$ cat src/rtl/uart_tx_cfg.sv
// uart_tx_cfg: runtime-configurable UART transmitter with a one-entry holding
// buffer. Frames are start, 1..DBIT_MAX data bits (LSB first), optional
// even/odd parity, then 1 or 2 stop bits. Bit timing is OS_TICK s_ticks.
module uart_tx_cfg #(
    parameter int DBIT_MAX = 8,
    parameter int OS_TICK  = 16
) (
    input  logic                            clk,
    input  logic                            reset_n,
    input  logic                            s_tick,
    input  logic [DBIT_MAX-1:0]             tx_data,
    input  logic                            tx_valid,
    output logic                            tx_ready,
    input  logic [$clog2(DBIT_MAX+1)-1:0]   cfg_dbits,
    input  logic [1:0]                      cfg_parity,
    input  logic                            cfg_stop2,
    output logic                            tx,
    output logic                            busy,
    output logic                            tx_done_tick
);

    localparam int CW = $clog2(DBIT_MAX + 1);
    localparam int TW = $clog2(2 * OS_TICK);
    localparam logic [TW-1:0] BIT_LAST   = TW'(OS_TICK - 1);
    localparam logic [TW-1:0] STOP2_LAST = TW'(2 * OS_TICK - 1);

    typedef enum logic [2:0] {IDLE, START, DATA, PARITY, STOP} state_t;

    state_t                state_q, state_d;
    logic [TW-1:0]         tick_q, tick_d;
    logic [CW-1:0]         bit_q, bit_d;
    logic [DBIT_MAX-1:0]   sh_q, sh_d;
    logic [DBIT_MAX-1:0]   buf_q, buf_d;
    logic                  full_q, full_d;
    logic [CW-1:0]         nb_q, nb_d;
    logic                  pen_q, pen_d;
    logic                  pbit_q, pbit_d;
    logic                  st2_q, st2_d;
    logic                  tx_q, tx_d;
    logic                  done_q, done_d;

    logic [CW-1:0]         eff_dbits;
    logic                  par_x;
    logic                  accept, load, bit_end, stop_last;

    // Frame width and parity of the buffered byte, used only at a load.
    always_comb begin
        if (cfg_dbits == '0 || cfg_dbits > CW'(DBIT_MAX))
            eff_dbits = CW'(DBIT_MAX);
        else
            eff_dbits = cfg_dbits;
        par_x = 1'b0;
        for (int i = 0; i < DBIT_MAX; i++)
            if (CW'(i) < eff_dbits) par_x = par_x ^ buf_q[i];
    end

    assign accept    = tx_valid && !full_q;
    assign bit_end   = s_tick && (tick_q == BIT_LAST);
    assign stop_last = (state_q == STOP) && s_tick &&
                       (tick_q == (st2_q ? STOP2_LAST : BIT_LAST));
    assign load      = full_q && ((state_q == IDLE) || stop_last);

    // Next-state, counters, shifter, buffer and the value tx takes next.
    always_comb begin
        state_d = state_q;
        tick_d  = s_tick ? tick_q + TW'(1) : tick_q;
        bit_d   = bit_q;
        sh_d    = sh_q;
        nb_d    = nb_q;
        pen_d   = pen_q;
        pbit_d  = pbit_q;
        st2_d   = st2_q;
        done_d  = 1'b0;
        buf_d   = accept ? tx_data : buf_q;
        full_d  = load ? 1'b0 : (accept ? 1'b1 : full_q);

        case (state_q)
            IDLE: tick_d = '0;
            START: if (bit_end) begin
                state_d = DATA;
                tick_d  = '0;
            end
            DATA: if (bit_end) begin
                tick_d = '0;
                sh_d   = sh_q >> 1;
                bit_d  = bit_q + CW'(1);
                if (bit_q == nb_q - CW'(1))
                    state_d = pen_q ? PARITY : STOP;
            end
            PARITY: if (bit_end) begin
                state_d = STOP;
                tick_d  = '0;
            end
            STOP: if (stop_last) begin
                done_d  = 1'b1;
                state_d = IDLE;
                tick_d  = '0;
            end
            default: begin
                state_d = IDLE;
                tick_d  = '0;
                bit_d   = '0;
            end
        endcase

        // A load overrides the per-state decisions, including the STOP exit.
        if (load) begin
            state_d = START;
            tick_d  = '0;
            bit_d   = '0;
            sh_d    = buf_q;
            nb_d    = eff_dbits;
            pen_d   = (cfg_parity == 2'b01) || (cfg_parity == 2'b10);
            pbit_d  = par_x ^ (cfg_parity == 2'b10);
            st2_d   = cfg_stop2;
        end

        // tx is registered from the next state so it never lags the state.
        case (state_d)
            START:   tx_d = 1'b0;
            DATA:    tx_d = sh_d[0];
            PARITY:  tx_d = pbit_d;
            default: tx_d = 1'b1;
        endcase
    end

    // State and datapath registers; reset drops the buffer and idles the line.
    always_ff @(posedge clk or negedge reset_n) begin
        if (!reset_n) begin
            state_q <= IDLE;
            tick_q  <= '0;
            bit_q   <= '0;
            sh_q    <= '0;
            buf_q   <= '0;
            full_q  <= 1'b0;
            nb_q    <= CW'(DBIT_MAX);
            pen_q   <= 1'b0;
            pbit_q  <= 1'b0;
            st2_q   <= 1'b0;
            tx_q    <= 1'b1;
            done_q  <= 1'b0;
        end else begin
            state_q <= state_d;
            tick_q  <= tick_d;
            bit_q   <= bit_d;
            sh_q    <= sh_d;
            buf_q   <= buf_d;
            full_q  <= full_d;
            nb_q    <= nb_d;
            pen_q   <= pen_d;
            pbit_q  <= pbit_d;
            st2_q   <= st2_d;
            tx_q    <= tx_d;
            done_q  <= done_d;
        end
    end

    assign tx           = tx_q;
    assign tx_done_tick = done_q;
    assign busy         = (state_q != IDLE);
    assign tx_ready     = !full_q;

endmodule

$ cat config.mk
export PLATFORM = sky130hd
export DESIGN_NAME = uart_tx_cfg
export DESIGN_NICKNAME = d
export VERILOG_FILES = /design/src/rtl/uart_tx_cfg.sv
export SDC_FILE = /design/constraint.sdc
export NUM_CORES = 1
export LEC_CHECK = 0
export ABC_AREA = 1
export BUFFER_PORTS_ARGS = -buffer_cell sky130_fd_sc_hd__buf_4
export CAP_MARGIN = 30
export CORE_UTILIZATION = 58
export CTS_CLUSTER_SIZE = 25
export DETAILED_ROUTE_END_ITERATION = 6
export MAX_ROUTING_LAYER = met4
export PLACE_DENSITY = 0.79
export SLEW_MARGIN = 20
export SYNTH_ARGS = -nofsm -noshare
export SYNTH_HDL_FRONTEND = slang
export SYNTH_SLANG_ARGS = --single-unit
$ cat constraint.sdc
create_clock -name clk -period 2 [get_ports clk]
set_input_delay 0.2 -clock clk [delete_from_list [all_inputs] [get_ports clk]]
set_output_delay 0.2 -clock clk [all_outputs]
set_load 0.01 [all_outputs]
After elaboration in Yosys (flattened, before gate mapping)
Cells that the tools add are included.
Storage, ports and cells
  register bits after elaboration: 38
  latch bits: 0
  bits in writable memories: 0
  ROM bits: 0
  input port bits: 19
  word-level logic and storage cells: 101
  memories: 0
Operators by class
  add/sub/neg operators: 3
  $mul: 0
  divide/modulo/power cells: 0
  order comparisons: 9
  equality and inequality tests: 14
  shift-type cells: 0
  muxes and demuxes: 35
  bitwise operators: 8
  reduce and logical (&&, ||, !) cells: 19
Operators by type and width (count)
  two-way mux 5 bit: 5
  two-way mux 8 bit: 3
  two-way mux 3 bit: 7
  less-than comparator 3 x 4 -> 1 bit (first input constant): 4
  case mux 3 bit (5 select lines): 1
  two-way mux 1 bit: 13
  == test 3 x 2 -> 1 bit (second input constant): 4
  two-way mux 4 bit: 3
  case mux 5 bit (2 select lines): 1
  less-than comparator 1 x 4 -> 1 bit (first input constant): 2
  less-than comparator 2 x 4 -> 1 bit (first input constant): 2
  case mux 4 bit (2 select lines): 1
  XOR 1 bit: 8
  == test 3 x 1 -> 1 bit (second input constant): 2
  nonzero test 2 bit: 3
  adder 5 x 1 -> 5 bit (second input constant): 1
  == test 5 x 4 -> 1 bit (second input constant): 1
  == test 5 bit: 1
  logical AND 1 bit: 5
  adder 4 x 1 -> 4 bit (second input constant): 1
  == test 4 bit: 1
  > comparator 4 bit (second input constant): 1
  zero test 4 bit: 1
  AND reduction 2 bit: 2
  13 further kinds: 15

Depth between registers and ports, before layout
  depth after elaboration: 22
  depth in mapped cells: 16
  depth with buffers taken out: 16

Least setup slack after synthesis
No wires, ideal clock.
  kind: flip-flop to flip-flop
  start point: register tick_q[0]
  end point: register bit_q[3]
  arrival time: 1.593 ns
  data required time: 1.896 ns
  slack: 0.303 ns
  cell stages (with the launch flop): 11
  clock period less this slack: 1.697 ns
  path through: dfrtp_1 ha_1 nand3_1 inv_1 ha_1 nand2_1 inv_1 nand2_2 inv_1 o21ai_0 a221oi_1
Between the ends
  word-level cells in the longest chain between the ends: 6
  elaborated cells between the ends (all ways): 10
RTL lines
  start, declared: line 30  | logic [TW-1:0] tick_q, tick_d;
  start signal, assigned: line 144  | tick_q <= tick_d;
  == test 5 bit: line 60  | (tick_q == (st2_q ? STOP2_LAST : BIT_LAST));
  logical AND 1 bit: line 59  | assign stop_last = (state_q == STOP) && s_tick &&
  logical OR 1 bit: line 61  | assign load = full_q && ((state_q == IDLE) || stop_last);
  logical AND 1 bit: line 61
  inequality test 3 bit (no line) or inequality test 2 x 1 -> 1 bit (tied branches)
  AND reduction 2 bit (no line)
  end signal, assigned: line 145  | bit_q <= bit_d;
  end, declared: line 31  | logic [CW-1:0] bit_q, bit_d;
Several ways; a longest one is shown, not always the timed one.
A chain may end at the register's enable or synchronous reset.

Worst setup path after layout
  start point: register tick_q[0]
  end point: register tx_q (netlist: tx)
Between the ends
  word-level cells in the longest chain between the ends: 7
  elaborated cells between the ends (all ways): 20
RTL lines
  == test 5 bit or == test 5 x 4 -> 1 bit (tied branches): line 60, 58
  logical AND 1 bit (on tied branches): line 59, 58
  two-way mux 3 bit, or another cell as far along: line 94  | STOP: if (stop_last) begin
  case mux 3 bit (5 select lines) or logical AND 1 bit (tied branches): line 77, 61
  two-way mux 3 bit: line 107  | if (load) begin
  == test 3 x 2 -> 1 bit or == test 3 x 1 -> 1 bit (tied branches): line 119  | case (state_d)
  case mux 1 bit (3 select lines) (*): line 119
  via tx_d: line 39  | logic tx_q, tx_d;
  end signal, assigned: line 153  | tx_q <= tx_d;
  end, declared: line 39
Mark *: on every way through the listed nets, which the timed path passes. The rest lies on a longest branch. The select of a mux whose other input is x is not followed.

==> impl_metrics.toml <==
[sta]
min_period_ns = 1.81
finalSetupViolations = 0
tns_ns = 0
tightest_slew_ns = 0.481
maxClockFrequency_ghz = 0.554
maxSlewViolCount = 0
hold_viol = 0
slew-limit-headroom = 0.679
holdWs_ns = 0.0638
skew_ns = 0.00625
fin_crit_sh = 0.903

[setup_path]
crit_buf_inv = 5
cp_slowest_stage_delay_ns = 0.42
reg2reg_from = "tick_q[0]"
critPathMaxFanout = 5
critPathLaunch = "tick_q[0]"
arrival_ns = 2.10
critPathKind = "register to register"
critPathCaptureType = "register"
crit_family = "simple AND/OR/NAND/NOR gates"
crit_path_start_kind = "register"
path_cells = "ha_1 > nand3_1 > inv_1 > ha_1 > nand2_1 > inv_2 > nor2_1 > inv_1 > nor2_1 > inv_1 > nand2_1 > nand2_1 > inv_1 > nand3_1 > nand2_1"
worst_ep_required_time_ns = 2.29
slowest_stage = "dfrtp_1"
worst-path-stages = 15
worstRegToRegCells = 15

[final_layout]
design_area_um2 = 2410
multi_input_area_um2 = 990
fillers = 289
final_util = 0.705
antennaDiodeCount = 0
finalNetCount = 320
layout_common_cells = "nand2_1, inv_1, dfrtp_1"
drive_above_1_share = 0.165
register_area_um2 = 953
final_common_cell = "nand2_1"
area_growth_pct = 13.6

[min_path]
min_path_cells = 3
hold_class = "input port to register"
hp-start = "cfg_stop2"

[clock_network]
cts_tree = "yes"
clock_latency_ns = 0.34
cts_buffers = 5
cts_max_level = 2
clk_pin_slew_ns = 0.11
cts_sinks = 38
cts.path.max_buffers = 2
cts-root-buf = "clkbuf_4"

[drt]
drc_errors = 0
routedWlPerCell_um = 12.2
drt_pre_antenna_iters = 4
post_drt_via_cell_ratio = 5.32
final_antenna_net_count = 0
routed_wl_um = 4170
drt_iter0_drc = 92
route.vias.total = 1825

[global_route]
grt_max_degree = 39
grt_pass1_wl_um = 7450
grt_pass1_vias = 1717
grtUsageTotal = 0.251
grt-ovfl-total = 0
antenna_found_initial = 0

[logic_synthesis]
synthCells = 268
ys_seq_area_frac = 0.449
post_synth.cell_area_avg_um2 = 7.92
synth_flop_cell = "dfrtp_1"
synthDistinctLibCells = 35
yosysTopAreaCell = "dfrtp_1"
yosys_register_bits = 38
synth_nets = 292
netlist.area_leader.share = 0.425
netlist_area_um2 = 2120
async_flop_share = 1.00
ys.warnings.count = 0
synth_edf_count = 0
synth_area_leaders = "dfrtp_1, nand2_1, inv_1, nand3_1, nor2_1"

[floorplanning]
dieArea_um2 = 3900
initial_core_util = 0.621
die_h_um = 62.5
die_x_um = 62.5
placementRows = 21
ios = 23
core_area_um2 = 3420

[run_status]
outcome = "completed"

[job]
cap_violations = 0

[pwr]
ir_drop_uv = 876
p_leak_nw = 1.29
combPwrFrac = 0.442
seqPwrFrac = 0.429
p_sw_mw = 1.34
switching_share = 0.417
p_per_area_nw_per_um2 = 1340
clock_power_share = 0.129
p_int_mw = 1.88

[place]
dpl.hpwl_um = 3110
gp_congestion = 0.863
numPortBuffers = 22
dpl_cell_area_um2 = 2330
==> power groups by stage <==
| stage | logic (mW) | clock network [mW] | registers [mW] |
|---|---|---|---|
| 5_1_grt | 1.64 | 0.455 | 1.43 |
| 6_report | 1.42 | 0.415 | 1.38 |
| 3_3_place_gp | 1.35 | 0 | 1.38 |
| 3_5_place_dp | 1.40 | 0 | 1.39 |
| 2_1_floorplan | 1.10 | 0 | 1.33 |
| 4_1_cts | 1.41 | 0.423 | 1.38 |
==> flip-flops by register name (all words and copies together) (netlist names) <==
register and cells:
tick_q 5, tx 1, bit_q 4, state_q 3, st2_q 1, full_q 1, pen_q 1, sh_q 8
buf_q 8, pbit_q 1, nb_q 4, tx_done_tick 1
==> metal layers <==
layer,GRT usage,vias up,routed length [um]
met5,-,-,0
met4,0.119,0,84
met3,0.0420,10,167
met2,0.378,39,1890
met1,0.331,848,2030
li1,-,928,-
==> synth_stat cells (all sizes together), types with 2 or more instances <==
cell type and number:
dfrtp 36, xnor2 4, buf 3, inv 41
nor3 3, ha 5, nand3 21, o221ai 5
o21ai 12, mux2 5, nand2 82, nand4 6
or2 2, o211ai 3, dfstp 2, a21oi 10
nor2 18
==> worst paths after layout <==
path | end | slack [ns]
min in group asynchronous | bit_q[0] | 0.35
setup / recovery | tx | 0.19
max in group asynchronous | tx | 1.29
hold / removal | st2_q | 0.06
setup reg to reg | tx | 0.19
hold reg to reg | nb_q[3] | 0.51
==> per-stage QoR <==
step / std cells / total power [mW] / worst slack, ns
after global placement: 333 / 2.73 / 0.183
after floorplan: 268 / 2.43 / 0.303
after global routing: 343 / 3.52 / -0.000430
after detailed placement: 333 / 2.79 / 0.0630
final: 343 / 3.22 / 0.194
after CTS: 342 / 3.22 / 0.0497
==> layout make-up <==
cell class | instances | area share
multi-input cells | 184 | 0.411
flip-flops and latches | 38 | 0.396
repair buffers | 25 | 0.0789
inverters | 42 | 0.0659
well taps | 46 | 0.0239
clock buffers | 7 | 0.0228
clock inverters | 1 | 0.00208
==> worst min-delay path, cell delays in order <==
cell and delay, ns:
buf_4 0.08, nand2_1 0.05, nand2_1 0.05
==> cell families (layout without fill, tap and decap cells) <==
kind of cell    after synthesis  count (layout)  share of synthesized area
simple gates                133             133                      0.280
buf+inv                      46              75                     0.0867
flops                        38              38                      0.449
compound gates               35              35                      0.103
mux                           6               6                     0.0312
fa+ha+maj                     5               5                     0.0295
xor+xnor                      5               5                     0.0206
==> what timing repair did <==
item                                   4_1_cts  5_1_grt
hold buffers                                 1        0
setup buffers                                0        1
endpoints found under the hold margin       36        0
setup endpoints to repair                    0        3
resized for setup                            0        3
No activity file was read; power rests on OpenSTA's default activity.
